==> src/rtl/sram_mem_ctl.sv <==
// sram_mem_ctl: bridges the core's 32-bit single-port memory request interface to an
//   external 16-bit asynchronous SRAM. Posted writes are held in a small write buffer;
//   each word is moved as two half-word SRAM cycles with WAIT_CYCLES extra cycles each.
// Latency: a read accepted in IDLE at cycle T pulses mem_valid at T+2*WAIT_CYCLES+3.
//   A buffered write popped at P starts its SRAM cycle at P+1 and takes 2*(WAIT_CYCLES+2).
// Backpressure: writes are never stalled; a write arriving with the buffer full is
//   dropped and latches wr_overflow. Reads are accepted only in IDLE with the buffer empty.
//
// Ports:
//   clk, reset (async, active-high)
//   mem_addr/mem_mask/mem_enable/mem_cmd/mem_wdata : request from the arbiter
//   mem_data/mem_valid : read return; mem_busy : controller or write buffer active
//   wr_overflow : sticky write-drop flag
//   sram_addr, sram_dq_out/sram_dq_oe/sram_dq_in, sram_ce_n/oe_n/we_n/ub_n/lb_n : SRAM pins
//
// Build option: define SRAM_MEM_CTL_HALF_SKIP_EN to skip write halves whose two byte
//   enables are both zero (a zero mask then retires without any SRAM cycle).

module sram_mem_ctl #(
    parameter int ADDR_W      = 18,
    parameter int WAIT_CYCLES = 2,
    parameter int WBUF_DEPTH  = 2
) (
    input  logic              clk,
    input  logic              reset,
    input  logic [31:0]       mem_addr,
    input  logic [3:0]        mem_mask,
    input  logic              mem_enable,
    input  logic              mem_cmd,
    input  logic [31:0]       mem_wdata,
    output logic [31:0]       mem_data,
    output logic              mem_valid,
    output logic              mem_busy,
    output logic              wr_overflow,
    output logic [ADDR_W-1:0] sram_addr,
    output logic [15:0]       sram_dq_out,
    output logic              sram_dq_oe,
    input  logic [15:0]       sram_dq_in,
    output logic              sram_ce_n,
    output logic              sram_oe_n,
    output logic              sram_we_n,
    output logic              sram_ub_n,
    output logic              sram_lb_n
);

    localparam logic MEM_CMD_READ  = 1'b0;
    localparam logic MEM_CMD_WRITE = 1'b1;

    localparam int WA_W  = ADDR_W - 1;                 // word address width
    localparam int PTR_W = $clog2(WBUF_DEPTH);
    localparam int CNT_W = (WAIT_CYCLES > 0) ? $clog2(WAIT_CYCLES + 1) : 1;
    localparam logic [CNT_W-1:0] CNT_LAST = CNT_W'(WAIT_CYCLES);
    localparam logic [PTR_W:0]   FIFO_MAX = (PTR_W + 1)'(WBUF_DEPTH);

`ifdef SRAM_MEM_CTL_HALF_SKIP_EN
    localparam bit SKIP_EN = 1'b1;
`else
    localparam bit SKIP_EN = 1'b0;
`endif

    typedef enum logic [2:0] {
        IDLE, RD_LO, RD_HI, RD_DONE, WR_LO, WR_LO_REC, WR_HI, WR_HI_REC
    } state_t;

    // Write buffer
    logic [WA_W-1:0]  wb_addr_q [WBUF_DEPTH];
    logic [WA_W-1:0]  wb_addr_d [WBUF_DEPTH];
    logic [31:0]      wb_data_q [WBUF_DEPTH];
    logic [31:0]      wb_data_d [WBUF_DEPTH];
    logic [3:0]       wb_mask_q [WBUF_DEPTH];
    logic [3:0]       wb_mask_d [WBUF_DEPTH];
    logic [PTR_W-1:0] wr_ptr_q, wr_ptr_d, rd_ptr_q, rd_ptr_d;
    logic [PTR_W:0]   count_q, count_d;

    // Control and working registers
    state_t           state_q, state_d;
    logic [CNT_W-1:0] cnt_q, cnt_d;
    logic [WA_W-1:0]  wk_addr_q, wk_addr_d;
    logic [31:0]      wk_data_q, wk_data_d;
    logic [3:0]       wk_mask_q, wk_mask_d;

    // Registered outputs
    logic [31:0]       mem_data_q, mem_data_d;
    logic              mem_valid_q, mem_valid_d;
    logic              overflow_q, overflow_d;
    logic [ADDR_W-1:0] sram_addr_q, sram_addr_d;
    logic [15:0]       dq_out_q, dq_out_d;
    logic              dq_oe_q, dq_oe_d;
    logic              ce_n_q, ce_n_d, oe_n_q, oe_n_d, we_n_q, we_n_d;
    logic              ub_n_q, ub_n_d, lb_n_q, lb_n_d;

    logic wr_req, fifo_full, fifo_empty, push, pop, last_phase;
    logic [3:0] head_mask;
    logic unused_addr_bits;

    assign unused_addr_bits = ^{mem_addr[31:ADDR_W+1], mem_addr[1:0]};

    assign wr_req     = mem_enable && (mem_cmd == MEM_CMD_WRITE);
    assign fifo_full  = (count_q == FIFO_MAX);
    assign fifo_empty = (count_q == '0);
    // Fullness is judged before this cycle's pop, so a write arriving on a full buffer drops.
    assign push       = wr_req && !fifo_full;
    assign last_phase = (cnt_q == CNT_LAST);
    assign head_mask  = wb_mask_q[rd_ptr_q];

    always_comb begin
        wb_addr_d = wb_addr_q;
        wb_data_d = wb_data_q;
        wb_mask_d = wb_mask_q;
        wr_ptr_d  = wr_ptr_q;
        rd_ptr_d  = rd_ptr_q;
        count_d   = count_q;
        if (push) begin
            wb_addr_d[wr_ptr_q] = mem_addr[ADDR_W:2];
            wb_data_d[wr_ptr_q] = mem_wdata;
            wb_mask_d[wr_ptr_q] = mem_mask;
            wr_ptr_d            = wr_ptr_q + 1'b1;
        end
        if (pop) begin
            rd_ptr_d = rd_ptr_q + 1'b1;
        end
        case ({push, pop})
            2'b10:   count_d = count_q + 1'b1;
            2'b01:   count_d = count_q - 1'b1;
            default: count_d = count_q;
        endcase
    end

    always_comb begin
        state_d    = state_q;
        pop        = 1'b0;
        wk_addr_d  = wk_addr_q;
        wk_data_d  = wk_data_q;
        wk_mask_d  = wk_mask_q;
        mem_data_d = mem_data_q;
        case (state_q)
            IDLE: begin
                // Pending writes go first, which keeps reads ordered after earlier writes.
                if (!fifo_empty) begin
                    pop       = 1'b1;
                    wk_addr_d = wb_addr_q[rd_ptr_q];
                    wk_data_d = wb_data_q[rd_ptr_q];
                    wk_mask_d = head_mask;
                    if (!SKIP_EN || head_mask[1:0] != 2'b00) state_d = WR_LO;
                    else if (head_mask[3:2] != 2'b00)        state_d = WR_HI;
                    else                                     state_d = IDLE;
                end else if (mem_enable && mem_cmd == MEM_CMD_READ) begin
                    wk_addr_d = mem_addr[ADDR_W:2];
                    state_d   = RD_LO;
                end
            end
            RD_LO: if (last_phase) begin
                mem_data_d[15:0] = sram_dq_in;
                state_d          = RD_HI;
            end
            RD_HI: if (last_phase) begin
                mem_data_d[31:16] = sram_dq_in;
                state_d           = RD_DONE;
            end
            RD_DONE:   state_d = IDLE;
            WR_LO:     if (last_phase) state_d = WR_LO_REC;
            WR_LO_REC: state_d = (!SKIP_EN || wk_mask_q[3:2] != 2'b00) ? WR_HI : IDLE;
            WR_HI:     if (last_phase) state_d = WR_HI_REC;
            WR_HI_REC: state_d = IDLE;
            default:   state_d = IDLE;
        endcase
        cnt_d = (state_d != state_q) ? '0 : cnt_q + 1'b1;
    end

    // Pin values are decoded from the next state so they leave the chip straight from flops.
    always_comb begin
        sram_addr_d = sram_addr_q;
        dq_out_d    = dq_out_q;
        dq_oe_d     = 1'b0;
        ce_n_d      = 1'b1;
        oe_n_d      = 1'b1;
        we_n_d      = 1'b1;
        ub_n_d      = 1'b1;
        lb_n_d      = 1'b1;
        case (state_d)
            RD_LO, RD_HI: begin
                sram_addr_d = {wk_addr_d, (state_d == RD_HI)};
                ce_n_d      = 1'b0;
                oe_n_d      = 1'b0;
                ub_n_d      = 1'b0;
                lb_n_d      = 1'b0;
            end
            WR_LO, WR_LO_REC: begin
                sram_addr_d = {wk_addr_d, 1'b0};
                dq_out_d    = wk_data_d[15:0];
                dq_oe_d     = 1'b1;
                ce_n_d      = 1'b0;
                we_n_d      = (state_d != WR_LO);
                lb_n_d      = ~wk_mask_d[0];
                ub_n_d      = ~wk_mask_d[1];
            end
            WR_HI, WR_HI_REC: begin
                sram_addr_d = {wk_addr_d, 1'b1};
                dq_out_d    = wk_data_d[31:16];
                dq_oe_d     = 1'b1;
                ce_n_d      = 1'b0;
                we_n_d      = (state_d != WR_HI);
                lb_n_d      = ~wk_mask_d[2];
                ub_n_d      = ~wk_mask_d[3];
            end
            default: ;
        endcase
        mem_valid_d = (state_d == RD_DONE);
        overflow_d  = overflow_q || (wr_req && fifo_full);
    end

    always_ff @(posedge clk or posedge reset) begin
        if (reset) begin
            for (int i = 0; i < WBUF_DEPTH; i++) begin
                wb_addr_q[i] <= '0;
                wb_data_q[i] <= '0;
                wb_mask_q[i] <= '0;
            end
            wr_ptr_q    <= '0;
            rd_ptr_q    <= '0;
            count_q     <= '0;
            state_q     <= IDLE;
            cnt_q       <= '0;
            wk_addr_q   <= '0;
            wk_data_q   <= '0;
            wk_mask_q   <= '0;
            mem_data_q  <= '0;
            mem_valid_q <= 1'b0;
            overflow_q  <= 1'b0;
            sram_addr_q <= '0;
            dq_out_q    <= '0;
            dq_oe_q     <= 1'b0;
            ce_n_q      <= 1'b1;
            oe_n_q      <= 1'b1;
            we_n_q      <= 1'b1;
            ub_n_q      <= 1'b1;
            lb_n_q      <= 1'b1;
        end else begin
            wb_addr_q   <= wb_addr_d;
            wb_data_q   <= wb_data_d;
            wb_mask_q   <= wb_mask_d;
            wr_ptr_q    <= wr_ptr_d;
            rd_ptr_q    <= rd_ptr_d;
            count_q     <= count_d;
            state_q     <= state_d;
            cnt_q       <= cnt_d;
            wk_addr_q   <= wk_addr_d;
            wk_data_q   <= wk_data_d;
            wk_mask_q   <= wk_mask_d;
            mem_data_q  <= mem_data_d;
            mem_valid_q <= mem_valid_d;
            overflow_q  <= overflow_d;
            sram_addr_q <= sram_addr_d;
            dq_out_q    <= dq_out_d;
            dq_oe_q     <= dq_oe_d;
            ce_n_q      <= ce_n_d;
            oe_n_q      <= oe_n_d;
            we_n_q      <= we_n_d;
            ub_n_q      <= ub_n_d;
            lb_n_q      <= lb_n_d;
        end
    end

    assign mem_data    = mem_data_q;
    assign mem_valid   = mem_valid_q;
    assign mem_busy    = (state_q != IDLE) || !fifo_empty;
    assign wr_overflow = overflow_q;
    assign sram_addr   = sram_addr_q;
    assign sram_dq_out = dq_out_q;
    assign sram_dq_oe  = dq_oe_q;
    assign sram_ce_n   = ce_n_q;
    assign sram_oe_n   = oe_n_q;
    assign sram_we_n   = we_n_q;
    assign sram_ub_n   = ub_n_q;
    assign sram_lb_n   = lb_n_q;

endmodule

==> config.mk <==
export PLATFORM = sky130hd
export DESIGN_NAME = sram_mem_ctl
export DESIGN_NICKNAME = d
export VERILOG_FILES = /design/src/rtl/sram_mem_ctl.sv
export SDC_FILE = /design/constraint.sdc
export NUM_CORES = 1
export LEC_CHECK = 0
export CORE_AREA = 2 2 108 214
export DETAILED_ROUTE_END_ITERATION = 8
export DIE_AREA = 0 0 110 216
export PLACE_DENSITY_LB_ADDON = 0.3
export SLEW_MARGIN = 10
export SYNTH_ARGS = -nofsm -noshare
export SYNTH_HDL_FRONTEND = slang
export SYNTH_SLANG_ARGS = --single-unit
==> constraint.sdc <==
create_clock -name clk -period 17.3 [get_ports clk]
set_input_delay 3.46 -clock clk [delete_from_list [all_inputs] [get_ports clk]]
set_output_delay 3.46 -clock clk [all_outputs]
set_load 0.02 [all_outputs]
### Yosys cells after proc, flatten, opt, wreduce, memory -nomap -nowiden

Cells that the tools add are included.

| operators by class | value |
|---|---|
| multiplexer cells | 44 |
| shift operators | 0 |
| $add $sub $neg | 5 |
| $mul | 0 |
| magnitude comparators | 3 |
| reductions and logical operators | 23 |
| div/mod/pow operators | 0 |
| bitwise gates (word level) | 7 |
| eq/ne operators | 21 |

Operator list:

| cell | number |
|---|---|
| 2-to-1 mux 32 bit | 6 |
| 2-to-1 mux 17 bit | 7 |
| bitwise mux 64 bit | 1 |
| one-hot mux 18 bit (3 select lines) | 1 |
| bitwise mux 34 bit | 1 |
| demux 32 bit (select 1 bit) | 1 |
| one-hot mux 16 bit (2 select lines) | 1 |
| equality test 3 bit (second input constant) | 8 |
| 2-to-1 mux 4 bit | 6 |
| one-hot mux 3 bit (7 select lines) | 1 |
| 2-to-1 mux 3 bit | 6 |
| demux 17 bit (select 1 bit) | 1 |
| equality test 3 x 2 -> 1 bit (second input constant) | 4 |
| bitwise mux 8 bit | 1 |
| OR reduction 2 bit | 4 |
| equality test 2 bit (second input constant) | 3 |
| equality test 3 x 1 -> 1 bit (second input constant) | 2 |
| inequality test 3 bit (second input constant) | 2 |
| one-hot mux 1 bit (3 select lines) | 2 |
| nonzero test 3 bit | 2 |
| OR reduction 6 bit | 1 |
| logical AND 1 bit | 5 |
| 2-to-1 mux 1 bit | 5 |
| inverter 1 bit | 5 |
| other kinds (19) | 27 |

| word-level totals | value |
|---|---|
| input port bits | 88 |
| latch bits | 0 |
| bits in writable memories | 0 |
| register bits after elaboration | 242 |
| memories | 0 |
| output and inout port bits | 75 |
| ROM bits | 0 |
| word-level logic and storage cells | 129 |

### Logic depth before layout (Yosys ltp)

Gate-level depths: netlist (run 1).

| logic depth | value |
|---|---|
| word-level depth | 8 |
| mapped depth | 10 |
| mapped depth without buffers | 7 |

### Worst setup path after synthesis (run 1)

Ideal clock, no wire load.

| path | value |
|---|---|
| kind | in2reg |
| start | input port mem_cmd |
| end | register sram_addr_q[1], in the netlist sram_addr[1] |
| library setup time | 125 ps |
| data required time | 17175 ps |
| path slack | 12480 ps |
| cell stages on the path | 6 |
| path buffers | 2 |
| data arrival time | 4695 ps |
| cell sequence | or4b_4 buf_6 buf_12 o22ai_2 a2bb2oi_2 mux2_4 |

| between the ends | value |
|---|---|
| elaborated cells between the ends (all ways) | 19 |
| those cells by class | eq/ne: 6; mux: 7; bitwise: 1; reduce/logical: 5 |

RTL lines:

| what | line | text |
|---|---|---|
| start, declared | 29 | `input logic mem_cmd,` |
| inverter 1 bit | 147 | `end else if (mem_enable && mem_cmd == MEM_CMD_READ) begin` |
| logical AND 1 bit | 147 |  |
| 2-to-1 mux 17 bit | 147 |  |
| 2-to-1 mux 17 bit | 139 | `if (!fifo_empty) begin` |
| 2-to-1 mux 17 bit | 136 | `case (state_q)` |
| one-hot mux 18 bit (3 select lines) | 180 | `case (state_d)` |
| net sram_addr_d[1] | 86 | `logic [ADDR_W-1:0] sram_addr_q, sram_addr_d;` |
| end signal, assigned | 253 | `sram_addr_q <= sram_addr_d;` |
| end, declared | 86 |  |

The timed path passes the listed nets, and every way through them passes these cells. The select of a mux whose other input is x is not followed.
A chain may end at the register's enable or synchronous reset.

### Final worst setup path (run 1)

| path | value |
|---|---|
| start | register state_q[0] |
| end | output port mem_busy |

| between the ends | value |
|---|---|
| longest elaborated chain between the ends | 2 |

RTL lines:

| what | line | text |
|---|---|---|
| start, declared | 76 | `state_t state_q, state_d;` |
| start signal, assigned | 245 | `state_q <= state_d;` |
| nonzero test 3 bit | 266 | `assign mem_busy = (state_q != IDLE) \|\| !fifo_empty;` |
| logical OR 1 bit | 266 |  |
| end, declared | 33 | `output logic mem_busy,` |

Every way passes these cells.

==> results.json, run 1 <==
{
  "tightestPinTransition_ps": 1090,
  "drc": 0,
  "path_max_fanout": 20,
  "grt_start_max_net_pins": 97,
  "skew_ps": 10.1,
  "synth_area_mm2": 0.0100,
  "period_minus_slack_ps": 5680,
  "routed_wl_mm": 22.2,
  "pre_cts_ws_ps": 11080,
  "worst_ep_required_time_ps": 13840,
  "wl_per_cell_um": 19.4,
  "max_freq_ghz": 0.176,
  "grt_pass1_vias": 6617,
  "fillCellCount": 1803,
  "ys_seq_area_share_pct": 60.5,
  "synth_flop_cell": "dfrtp_1",
  "overflow": 0,
  "whs_ps": 443,
  "finalHoldViolCount": 0,
  "finalCritPeriodShare_pct": 32.8,
  "path_clk_slew_ps": 70,
  "antennaDiodeCount": 0,
  "final_nets": 939,
  "vias": 6125,
  "die_area_mm2": 0.0238,
  "syn-instance-count": 708,
  "end_kind": "primary output",
  "cts_resized": 0,
  "rsz0062_at_grt": "false",
  "tns_ps": 0,
  "drt_iter0_markers": 157,
  "hpwlAfterDp_mm": 14.6,
  "syn-num-nets": 798,
  "syn_area_per_cell_um2": 14.1,
  "finalPower_mw": 2.38,
  "clk_path_buf_depth": 3,
  "final_area_mm2": 0.0124,
  "crit_type": "reg -> out",
  "numPortBuffers": 147,
  "dp.cells": 1101,
  "chipWidth_um": 110,
  "grt_usage_pct": 19.2,
  "multi_input_area_mm2": 0.00362,
  "ios": 163,
  "drive_gt1_share_pct": 29.5,
  "peakVddDrop_v": 0.000105,
  "ant_nets": 0,
  "ys_ff_latch": 242,
  "slew-limit-headroom_pct": 26.7,
  "coreArea_mm2": 0.0221,
  "power.leakage_nw": 5.46,
  "h-tree-depth": 1,
  "num_rows": 77,
  "maxCapViolCount": 0,
  "critical_path_arrival_ps": 2220,
  "die_h_um": 216,
  "power.density_mw_per_mm2": 191,
  "drv_slew": 0,
  "numCtsBuffers": 22,
  "layout_common_cells": "dfrtp_1 (236), mux2_2 (163), clkdlybuf4s50_1 (147), o21ai_0 (39), mux2i_1 (36)",
  "worstSetupStartpointType": "register",
  "cts_setup_buffers": 0,
  "clock_sinks": 242,
  "synth_edf_count": 0,
  "synthArstFlopShare_pct": 100,
  "worst_slack_ps": 11620,
  "cts_root_buf": "clkbuf_16",
  "place_area_mm2": 0.0117,
  "place.gp.congestion": 0.748,
  "viasPerCell": 5.37,
  "hp-class": "reg -> reg",
  "final_cells": 1141,
  "outcome": "completed",
  "post-route-util_pct": 56.4,
  "synth.distinct_cells": 44,
  "antenna_found_initial": 0,
  "final_common_cell": "dfrtp_1",
  "synth_warnings": 0,
  "cts_tree": "built",
  "finalSetupViolCount": 0,
  "ff_latch_area_mm2": 0.00607,
  "hold_buffers": 0,
  "dr.pass1.iters": 4,
  "clock_latency_ps": 510,
  "grt_pass1_wl_mm": 35.0,
  "syn_to_final_growth_pct": 24.2,
  "start_util_pct": 45.4
}
-- worst paths after layout --
check                           startpoint  slack [ps]            end  cells after the start
worst max-delay path            state_q[0]       11620       mem_busy                      4
worst min-delay path              cnt_q[0]         440       cnt_q[0]                      1
worst max register to register  count_q[0]       14430  wb_data_q[22]                      4
worst min register to register    cnt_q[0]         440       cnt_q[0]                      1
max in group asynchronous            reset       12270       rd_ptr_q                      3
min in group asynchronous            reset        3460    wr_overflow                      2
-- where the power goes --
part | switching [mW] | leakage (nW) | internal, mW
sequential | 0.173 | 2.94 | 0.834
clock | 0.209 | 0.365 | 0.291
combinational | 0.400 | 2.15 | 0.474
total | 0.782 | 5.46 | 1.60
-- kinds of logic (layout without fill, tap and decap cells) --
family	after synthesis	count (layout)	share of synthesized area, %
and+or+nand+nor	68	68	3.37
buffers and inverters	66	223	3.55
muxes	208	208	23.3
AOI/OAI and AO/OA	117	117	8.57
xor gates and xnor gates	5	5	0.437
DFF	242	242	60.5
adders and majority gates	2	2	0.250
-- cells in the mapped netlist, drive strengths merged (6+ instances only) --
cell type  instances  area share [%]
dfrtp            237              59
mux2i             36             3.6
nand2b             8            0.50
inv               23            0.86
o22ai             17             1.6
nor3              19            0.95
clkbuf             6            0.22
nor2              10            0.40
a22oi             17             1.3
buf               37             2.5
o21ai             40             2.0
a21oi             17            0.89
mux2             172              20
a2bb2oi           17             2.0
nand2             23            0.86
-- state kept, by name, summed over array words and instances, names as in the netlist, 2 cells and up --
| signal | count |
|---|---|
| wb_addr_q | 34 |
| mem_data | 32 |
| sram_addr | 18 |
| count_q | 2 |
| wb_data_q | 64 |
| wk_addr_q | 17 |
| wb_mask_q | 8 |
| sram_dq_out | 16 |
| wk_data_q | 32 |
| cnt_q | 2 |
| wk_mask_q | 4 |
| state_q | 3 |
-- layout make-up --
cell class	instances	area share [%]
clock buffers	31	5.19
multi-input cells	400	29.1
well taps	276	2.78
repair buffers	160	12.6
inverters	23	0.754
flip-flops and latches	242	48.8
clock inverters	9	0.805
-- layer usage --
metal,routed length [um],part of all wire (%),track usage [%]
met1,8150,37,20.8
met4,425,1.9,5.78
met2,12500,56,36.7
met3,1080,4.9,3.41
met5,0,0,0
-- worst max-delay path, stage by stage (launching register included) --
cell and delay [ps]:
dfrtp_1 470, nor3_2 180, buf_4 340, nand2_1 110, clkdlybuf4s50_1 590
Note: power is estimated with default switching activity, not from simulation.
==> run 2: changes to the inputs <==
clock period = 5.2 ns   (was 17.3 ns; I/O delays follow)
==> run 2 against run 1 <==
Effect of this change: register-to-register slack worse by 12000 ps; combinational power grew to 3.3 times the previous value; die area stayed put; clock power grew to 3.6 times the previous value; hold slack worse by 8.2 ps; largest power group unchanged; sequential share of layout area is 0.41 points lower; utilization is 0.48 points higher; cell count hardly changed; non-clock buffer count is 2 higher; sequential power grew to 3.3 times the previous value; final area is 0.84% higher.
==> results.json, run 2 (same netlist as run 1, synthesis figures left out) <==
{
  "layout_common_cells": "dfrtp_1 (236), mux2_2 (163), clkdlybuf4s50_1 (147), o21ai_0 (39), mux2i_1 (36)",
  "tightestPinTransition_ps": 1010,
  "crit_type": "reg -> out",
  "grt_usage_pct": 19.3,
  "clock_latency_ps": 520,
  "h-tree-depth": 1,
  "worst_slack_ps": 1970,
  "top_register": "wb_data_q",
  "drive_gt1_share_pct": 29.6,
  "final_area_mm2": 0.0125,
  "grt_pass1_vias": 6576,
  "worstSetupStartpointType": "register",
  "cts_setup_buffers": 0,
  "hpwlAfterDp_mm": 14.5,
  "hold_buffers": 0,
  "hp-class": "reg -> reg",
  "reg_top3": "wb_data_q (64), wb_addr_q (34)",
  "finalHoldViolCount": 0,
  "start_util_pct": 45.4,
  "rsz0062_at_grt": "false",
  "ff_latch_area_mm2": 0.00607,
  "cts_root_buf": "clkbuf_16",
  "ios": 163,
  "routed_wl_mm": 22.1,
  "fillCellCount": 1787,
  "end_kind": "primary output",
  "drv_slew": 0,
  "grt_pass1_wl_mm": 35.2,
  "whs_ps": 435,
  "antennaDiodeCount": 0,
  "critical_path_arrival_ps": 2190,
  "outcome": "completed",
  "path_clk_slew_ps": 60,
  "dr.pass1.iters": 5,
  "skew_ps": 12.6,
  "hold_path.startpoint": "cnt_q[0]",
  "cts_tree": "built",
  "wl_per_cell_um": 19.4,
  "power.density_mw_per_mm2": 644,
  "num_rows": 77,
  "path_max_fanout": 20,
  "finalCritPeriodShare_pct": 62.2,
  "drc": 0,
  "peakVddDrop_v": 0.000341,
  "final_common_cell": "dfrtp_1",
  "cts_resized": 0,
  "period_minus_slack_ps": 3230,
  "max_freq_ghz": 0.309,
  "vias": 6168,
  "power.leakage_nw": 5.50,
  "worst_ep_required_time_ps": 4160,
  "tns_ps": 0,
  "finalPower_mw": 8.08,
  "antenna_found_initial": 0,
  "largest_reg_flops": 64,
  "place.gp.congestion": 0.745,
  "coreArea_mm2": 0.0221,
  "clk_path_buf_depth": 3,
  "maxCapViolCount": 0,
  "slew-limit-headroom_pct": 32.7,
  "drt_iter0_markers": 181,
  "multi_input_area_mm2": 0.00362,
  "chipWidth_um": 110,
  "die_area_mm2": 0.0238,
  "die_h_um": 216,
  "viasPerCell": 5.40,
  "grt_start_max_net_pins": 137,
  "rr_startpoint": "state_q[0]",
  "finalSetupViolCount": 0,
  "numPortBuffers": 147,
  "place_area_mm2": 0.0117,
  "ant_nets": 0,
  "numCtsBuffers": 22,
  "syn_to_final_growth_pct": 25.3,
  "final_nets": 941,
  "pre_cts_ws_ps": 2110,
  "overflow": 0,
  "crit_start": "state_q[0]",
  "clock_sinks": 242
}
-- run 2: cell count changes in the layout (fill, tap and decap cells not counted), sizes merged --
cell / previous run / this run
clkinvlp: 2 / 1
buf: 13 / 15
clkinv: 5 / 2
bufinv: 2 / 5
-- run 2: path summary, 6_finish.rpt --
| kind | endpoint | slack [ps] | cells past startpoint |
|---|---|---|---|
| worst min register to register | cnt_q[0] | 430 | 1 |
| worst max-delay path | mem_busy | 1970 | 4 |
| worst min-delay path | cnt_q[0] | 430 | 1 |
| worst max register to register | sram_addr[15] | 2840 | 5 |
| min in group asynchronous | sram_addr[17] | 1040 | 3 |
| max in group asynchronous | rd_ptr_q | 3440 | 3 |
-- run 2: cell type report --
cell class	instances	share of cell area [%]
Sequential cell	242	48.3
Clock buffer	31	5.15
Inverter	23	0.718
Clock inverter	8	1.35
Multi-Input combinational cell	400	28.9
Timing Repair Buffer	162	12.8
Tap cell	276	2.75
-- run 2: power breakdown --
part,total [mW],internal [mW],switching [mW]
Combinational,2.90,1.58,1.32
Clock,1.82,1.12,0.703
Sequential,3.36,2.78,0.582
Total,8.08,5.47,2.61
-- run 2: stage by stage --
step,instances,util [%]
after detailed placement,1103,53.2
final,1142,56.9
after floorplan,708,-
after CTS,1142,56.9
after global routing,1142,56.9
after global placement,1103,53.2
-- run 2: routing by layer --
layer  GRT usage [%]  routed length, um  up-vias
li1                -                  -     2815
met1            21.0               8130     3140
met2            35.5              12000      176
met3            4.20               1300       37
met4            6.88                677        0
met5               0                  0        -
-- run 2: worst max-delay path: stages (launching register included) --
cell and delay (ps):
dfrtp_1 470, nor3_2 170, buf_4 340, nand2_1 100, clkdlybuf4s50_1 600
